File: src/rtl/edge_result_writer.sv
// Result sink for the edge-detection datapath: buffers filter output in a
// small FIFO and streams it into the result SRAM in raster order.
module edge_result_writer #(
    parameter int IMG_W      = 256,
    parameter int IMG_H      = 256,
    parameter int ADDR_W     = 16,
    parameter int FIFO_DEPTH = 4
) (
    input  logic              clk,
    input  logic              rst_n,
    input  logic              start,
    input  logic              in_valid,
    input  logic [7:0]        in_pixel,
    input  logic              bin_en,
    input  logic [7:0]        thresh,
    input  logic              mem_ready,
    output logic [ADDR_W-1:0] addr,
    output logic              wen,
    output logic [7:0]        d,
    output logic              busy,
    output logic              done,
    output logic              overflow,
    output logic [ADDR_W:0]   pix_count
);
    localparam int PTR_W = $clog2(FIFO_DEPTH);
    localparam int FW    = PTR_W + 1;
    localparam int CW    = ADDR_W + 1;

    localparam logic [PTR_W:0]    PTR_ONE  = FW'(1);
    localparam logic [PTR_W:0]    FULL_LVL = FW'(FIFO_DEPTH);
    localparam logic [ADDR_W:0]   CNT_ONE  = CW'(1);
    localparam logic [ADDR_W:0]   LAST_PIX = CW'(IMG_W * IMG_H - 1);
    localparam logic [ADDR_W-1:0] ADR_ONE  = ADDR_W'(1);

    typedef enum logic [1:0] {
        S_IDLE,
        S_RUN,
        S_DRAIN,
        S_DONE
    } state_t;

    state_t state, state_nx;

    logic [7:0]        fifo_mem [FIFO_DEPTH];
    // extra pointer bit tells a full FIFO apart from an empty one
    logic [PTR_W:0]    rd_ptr, wr_ptr, fill;
    logic [ADDR_W-1:0] wr_addr;
    logic              fifo_empty, fifo_full;
    logic              run, launch, pop, push, drop, frame_last;
    logic [7:0]        bin_pix, push_data;

    assign fill       = wr_ptr - rd_ptr;
    assign fifo_empty = (fill == '0);
    assign fifo_full  = (fill == FULL_LVL);

    assign run        = (state == S_RUN);
    assign launch     = (state == S_IDLE) && start;
    assign pop        = (run || state == S_DRAIN) && !fifo_empty && mem_ready;
    assign push       = run && in_valid && (!fifo_full || pop);
    assign drop       = run && in_valid && fifo_full && !pop;
    assign frame_last = push && (pix_count == LAST_PIX);

    assign bin_pix    = (in_pixel >= thresh) ? 8'hFF : 8'h00;
    assign push_data  = bin_en ? bin_pix : in_pixel;

    always_comb begin
        state_nx = state;
        unique case (state)
            S_IDLE:  if (start) state_nx = S_RUN;
            S_RUN:   if (frame_last) state_nx = S_DRAIN;
            S_DRAIN: if (fifo_empty) state_nx = S_DONE;
            S_DONE:  state_nx = S_IDLE;
            default: state_nx = S_IDLE;
        endcase
    end

    always_ff @(posedge clk) begin
        if (push) fifo_mem[wr_ptr[PTR_W-1:0]] <= push_data;
    end

    always_ff @(posedge clk or negedge rst_n) begin
        if (!rst_n) begin
            state     <= S_IDLE;
            rd_ptr    <= '0;
            wr_ptr    <= '0;
            wr_addr   <= '0;
            pix_count <= '0;
            overflow  <= 1'b0;
            addr      <= '0;
            wen       <= 1'b1;
            d         <= '0;
            busy      <= 1'b0;
            done      <= 1'b0;
        end else begin
            state <= state_nx;
            busy  <= (state_nx == S_RUN) || (state_nx == S_DRAIN);
            done  <= (state == S_DRAIN) && (state_nx == S_DONE);
            wen   <= !pop;
            if (pop) begin
                addr <= wr_addr;
                d    <= fifo_mem[rd_ptr[PTR_W-1:0]];
            end
            if (launch) begin
                rd_ptr    <= '0;
                wr_ptr    <= '0;
                wr_addr   <= '0;
                pix_count <= '0;
                overflow  <= 1'b0;
            end else begin
                if (push) begin
                    wr_ptr    <= wr_ptr + PTR_ONE;
                    pix_count <= pix_count + CNT_ONE;
                end
                if (pop) begin
                    rd_ptr  <= rd_ptr + PTR_ONE;
                    wr_addr <= wr_addr + ADR_ONE;
                end
                if (drop) overflow <= 1'b1;
            end
        end
    end

endmodule

File: config.mk
export PLATFORM = sky130hd
export DESIGN_NAME = edge_result_writer
export DESIGN_NICKNAME = d
export VERILOG_FILES = /design/src/rtl/edge_result_writer.sv
export SDC_FILE = /design/constraint.sdc
export NUM_CORES = 1
export LEC_CHECK = 0
export CORE_MARGIN = 3
export CORE_UTILIZATION = 49
export DETAILED_ROUTE_END_ITERATION = 12
export PLACE_DENSITY = 0.81
export SLEW_MARGIN = 25
export SYNTH_ARGS = -nofsm -noshare
export SYNTH_HDL_FRONTEND = slang
export SYNTH_SLANG_ARGS = --single-unit
export TNS_END_PERCENT = 30
File: constraint.sdc
create_clock -name clk -period 2.69 [get_ports clk]
set_input_delay 0.538 -clock clk [delete_from_list [all_inputs] [get_ports clk]]
set_output_delay 0.538 -clock clk [all_outputs]
set_load 0.02 [all_outputs]
Yosys cells after proc, flatten, opt, wreduce, memory -nomap -nowiden
Memory sizes are Yosys's and may differ from the RTL's. A register that Yosys moved wholly into a read port is not among the register bits.
Cells that the tools add are included.
- add/subtract/negate cells: 5
- reductions and logical operators: 21
- equality and inequality tests: 8
- order comparisons: 1
- muxes and demuxes: 18
- operator list (cell ; count):
    2-to-1 mux 17 bit ; 2
    2-to-1 mux 16 bit ; 2
    adder 17 x 1 -> 17 bit, second input constant ; 1
    == test 17 x 16 -> 1 bit, second input constant ; 1
    adder 16 x 1 -> 16 bit, second input constant ; 1
    2-to-1 mux 8 bit ; 2
    2-to-1 mux 3 bit ; 4
    logical AND 1 bit ; 9
    == test 2 bit, second input constant ; 4
    greater-or-equal comparator 8 bit ; 1
    case mux 2 bit (4 select lines) ; 1
    adder 3 x 1 -> 3 bit, second input constant ; 2
    2-to-1 mux 2 bit ; 3
    nonzero test 2 bit ; 3
    == test 2 x 1 -> 1 bit, second input constant ; 2
    logical NOT 1 bit ; 4
    2-to-1 mux 1 bit ; 4
    == test 3 bit, second input constant ; 1
    logical NOT 3 bit ; 1
    logical OR 1 bit ; 3
    subtractor 3 bit ; 1
    logical NOT 2 bit ; 1
- flip-flop bits (word level): 61
- output and inout bits: 45
- memories: 1
- input port bits: 22
- word-level logic and storage cells: 64
- memory bits (writable): 32
- memory list (name ; depth ; bits a word ; read ports ; clocked after Yosys merged registers in ; wr ports ; RTL line ; source):
    fifo_mem ; 4 ; 8 ; 1 ; 1 ; 1 ; 44 ; logic [7:0] fifo_mem [FIFO_DEPTH];

Depth between registers and ports, before layout
- depth after elaboration: 12
- depth in mapped cells: 11
- depth with buffers taken out: 9

Least setup slack after synthesis
No wires, ideal clock.
- kind: register -> register
- start: register rd_ptr[1]
- end: register done
- arrival time: 2.452 ns
- period minus slack after synthesis: 2.571 ns
- cell stages (with the launch flop): 12
- slack: 0.119 ns
- cell sequence: dfrtp_1 -> clkbuf_1 -> inv_1 -> ha_1 -> nor2b_1 -> nor3_2 -> o31a_1 -> clkbuf_1 -> nand2_1 -> o31a_1 -> ha_1 -> and2_1
- longest elaborated chain between the ends: 12
- ends and longest elaborated chain (what ; RTL line ; source):
    start: declaration ; 46 ; logic [PTR_W:0] rd_ptr, wr_ptr, fill;
    start signal: assignment ; 115 ; rd_ptr <= rd_ptr + PTR_ONE;
    subtractor 3 bit (*) ; 52 ; assign fill = wr_ptr - rd_ptr;
    logical NOT 3 bit ; 53 ; assign fifo_empty = (fill == '0);
    logical NOT 1 bit ; 58 ; assign pop = (run || state == S_DRAIN) && !fifo_empty && mem_ready;
    logical AND 1 bit (2 in series) ; 58 ;
    logical OR 1 bit ; 59 ; assign push = run && in_valid && (!fifo_full || pop);
    logical AND 1 bit ; 59 ;
    logical AND 1 bit ; 61 ; assign frame_last = push && (pix_count == LAST_PIX);
    2-to-1 mux 2 bit ; 70 ; S_RUN: if (frame_last) state_nx = S_DRAIN;
    case mux 2 bit (4 select lines) (*) ; 68 ; unique case (state)
    named net state_nx[0] ; 42 ; state_t state, state_nx;
    == test 2 bit (*) ; 97 ; done <= (state == S_DRAIN) && (state_nx == S_DONE);
    logical AND 1 bit (*) ; 97 ;
    end signal: assignment ; 97 ;
    end: declaration ; 21 ; output logic done,
Mark *: on every way through the listed nets, which the timed path passes. The rest lies on a longest branch.
A chain may end at the register's enable or synchronous reset.

Final worst setup path
- start: register wr_ptr[0]
- end: register addr[3]
- longest elaborated chain between the ends: 5
- ends and longest elaborated chain (what ; RTL line ; source):
    start: declaration ; 46 ;
    start signal: assignment ; 111 ; wr_ptr <= wr_ptr + PTR_ONE;
    subtractor 3 bit ; 52 ;
    logical NOT 3 bit ; 53 ;
    logical NOT 1 bit ; 58 ;
    logical AND 1 bit (2 in series) ; 58 ;
    end signal: assignment ; 100 ; addr <= wr_addr;
    end: declaration ; 17 ; output logic [ADDR_W-1:0] addr,
Every way passes these cells.

==> results_dict.tcl <==
set metrics [dict create \
    status "completed" \
    layout-drive-gt1-share_pct 13.78 \
    grt_pass1_vias 3503 \
    rows 35 \
    maxCapViolCount 0 \
    p_per_area_mw_per_mm2 932.2 \
    core_mm2 0.009328 \
    cellLeakagePower_nw 2.376 \
    hold_buffers 0 \
    ys.warnings.count 0 \
    worstReg2RegEnd "addr[3]$_DFFE_PN0P_" \
    syn_to_final_growth_pct 23.14 \
    hold_path_class "in -> async" \
    rsz0062_at_grt "no" \
    yosysTopAreaCell "dfrtp_1" \
    netlist_area_mm2 0.004768 \
    final_area_mm2 0.005872 \
    htree_num_levels 3 \
    drc_errors 0 \
    cp.buffers_inverters 2 \
    cts-buffers-inserted 9 \
    syn_inst 401 \
    skew_ps 12.89 \
    drt-met1-wl_um 4172 \
    synth_most_common_cell "dfrtp_1" \
    finalCriticalPeriod_ps 2434 \
    slowest_delay_ps 480 \
    diodes 0 \
    ant_nets 0 \
    path_delay_family "compound AO/OA/AOI/OAI gates" \
    die_w_um 104.6 \
    pre_cts_ws_ps -1.510 \
    r2r_cells 7 \
    slew_headroom_pct 53.67 \
    hold_viol 0 \
    wl_met2_um 5074 \
    criticalPathCategory "reg -> reg" \
    ir_worst_vdd_mv 0.4037 \
    grt_max_degree 41 \
    grt_overflow 0 \
    drv_slew 0 \
    ys_ff_latch 101 \
    synthArstFlopShare_pct 68.32 \
    critical_path_arrival_ps 2680 \
    die-height_um 104.6 \
    postPlaceCellArea_mm2 0.005639 \
    synth_top_area_share_pct 35.69 \
    hpwl_um 6941 \
    post_cts_buffers 0 \
    r2r_slack_ps 260 \
    post_cts_resized 0 \
    setup_slack_ps 256.2 \
    ys.flop_type "dfrtp_1" \
    synth_edf_count 32 \
    clk_latency_ps 360 \
    io_buffers 66 \
    dr.pass1.iters 5 \
    yosys-top-cells-count "dfrtp_1, nor2_1, edfxtp_1" \
    nNetsFinal 518 \
    tightest_slew_ps 694.9 \
    drt_wl_total_um 9816 \
    cp_slowest_cell "o21ai_2" \
    initial_core_util_pct 51.12 \
    grt_usage_pct 18.80 \
    cts_tree "built" \
    crit_required_ps 2940 \
    fin_total_pwr_mw 5.474 \
    ys_types 45 \
    synthTopCellsByArea "dfrtp_1, edfxtp_1, ha_1, mux2_2, mux4_2" \
    met3_length_um 449 \
    period_share_pct 90.48 \
    r2r_start "wr_ptr[0]$_DFFE_PN0P_" \
    place_congestion 0.7865 \
    via_per_inst 5.569 \
    synth_nets 445 \
    antenna_found_initial 0 \
    ys_seq_area_share_pct 56.39 \
    topRoutingLayerUsed "met4" \
    clk_path_buf_depth 2 \
    syn_area_per_cell_um2 11.89 \
    cts.sinks 101 \
    die_area_mm2 0.01095 \
    cp-start-kind "flop" \
    fmax_ghz 0.4109 \
    grt_pass1_wl_um 16730 \
    drt_iter0_drc 156 \
    clk_pin_slew_worst_paths_ps 100 \
    setup_viol 0 \
    fin_util_pct 62.95 \
    path_cells "inv_1 -> ha_1 -> nor2b_1 -> xnor2_1 -> o21ai_2 -> buf_4 -> mux2_2" \
    crit_path_end_kind "flop" \
    io_pins 67 \
    route.vias.total 3386 \
    cp_max_fo 15 \
    wire_per_inst_um 16.14 \
    root_buffer "clkbuf_8" \
]
-- metrics by stage --
stage	setup TNS [ps]	hold WS, ps	cells
finish	0	205.1	608
CTS	0	215.0	608
floorplan	0	242.4	401
global placement	0	477.7	592
global route	0	254.2	608
detailed placement	-5.931	481.6	592
-- worst reg2reg max path: stages (launching register included) --
cell and delay, ps:
dfrtp_1 420, inv_1 140, ha_1 180, nor2b_1 220, xnor2_1 190, o21ai_2 480, buf_4 330, mux2_2 360
-- metal layers --
metal,global-route usage (%),up-vias
met1,23.07,1676
met2,33.12,91
li1,-,1609
met5,0,-
met4,7.216,0
met3,3.274,10
-- flip-flops by register name (all words and copies together), names as in the netlist --
signal     cells
wr_ptr         3
rd_ptr         3
state          2
addr          16
overflow       1
wr_addr       16
pix_count     17
d              8
wen            1
busy           1
done           1
fifo_mem      32
-- final cells by class --
cell class,count,area [um^2]
flip-flops and latches,101,2689
multi-input cells,263,1939
clock inverters,7,108.9
inverters,21,78.83
well taps,129,161.4
clock buffers,9,123.9
repair buffers,78,770.7
fillers,727,3456
-- where the power goes --
| group | internal (mW) | switching, mW | total [mW] |
|---|---|---|---|
| sequential | 1.99 | 0.275 | 2.26 |
| clock | 0.536 | 0.545 | 1.08 |
| combinational | 0.994 | 1.14 | 2.13 |
-- worst max-delay path by stage --
| stage | start | cells after the start | end |
|---|---|---|---|
| floorplan | rd_ptr[1]$_DFFE_PN0P_ | 11 | done$_DFF_PN0_ |
| global placement | in_pixel[0] | 8 | fifo_mem[0][3]$_DFFE_PP_ |
| detailed placement | in_pixel[0] | 8 | fifo_mem[3][0]$_DFFE_PP_ |
| CTS | wr_ptr[0]$_DFFE_PN0P_ | 7 | addr[3]$_DFFE_PN0P_ |
| global route | wr_ptr[0]$_DFFE_PN0P_ | 7 | addr[4]$_DFFE_PN0P_ |
| finish | wr_ptr[0]$_DFFE_PN0P_ | 7 | addr[3]$_DFFE_PN0P_ |
-- placed cells by master (no fill, tap or decap), types with 2 or more instances in the layout --
| master | instances |
|---|---|
| clkbuf_8 | 9 |
| nor4_1 | 2 |
| xnor2_1 | 5 |
| nand3_1 | 13 |
| a21oi_1 | 27 |
| or4_1 | 13 |
| nor3_1 | 2 |
| clkinvlp_4 | 2 |
| or3_1 | 6 |
| a21o_1 | 3 |
| mux2_2 | 22 |
| a211oi_1 | 4 |
| nor2b_1 | 2 |
| bufinv_16 | 2 |
| o31ai_1 | 15 |
| mux4_2 | 8 |
| inv_1 | 21 |
| dfrtp_1 | 68 |
| mux2i_1 | 2 |
| and2_1 | 8 |
| buf_12 | 2 |
| o21ai_0 | 12 |
| nand2_1 | 22 |
| nand4_1 | 6 |
| xor2_1 | 7 |
| ha_1 | 22 |
| o31a_1 | 3 |
| o211ai_1 | 4 |
| nor2_1 | 38 |
| nand2b_1 | 3 |
| clkdlybuf4s50_1 | 65 |
| buf_4 | 10 |
| edfxtp_1 | 32 |
-- kinds of logic (layout without fill, tap and decap cells) --
family	count (synthesis)	after routing	share of synthesized area [%]
simple gates	120	120	12.67
fa+ha+maj	22	22	5.773
buf+inv	37	115	3.018
xor+xnor	13	13	2.545
compound gates	76	76	10.21
mux	32	32	9.394
flops	101	101	56.39
(Power assumes the default switching activity.)
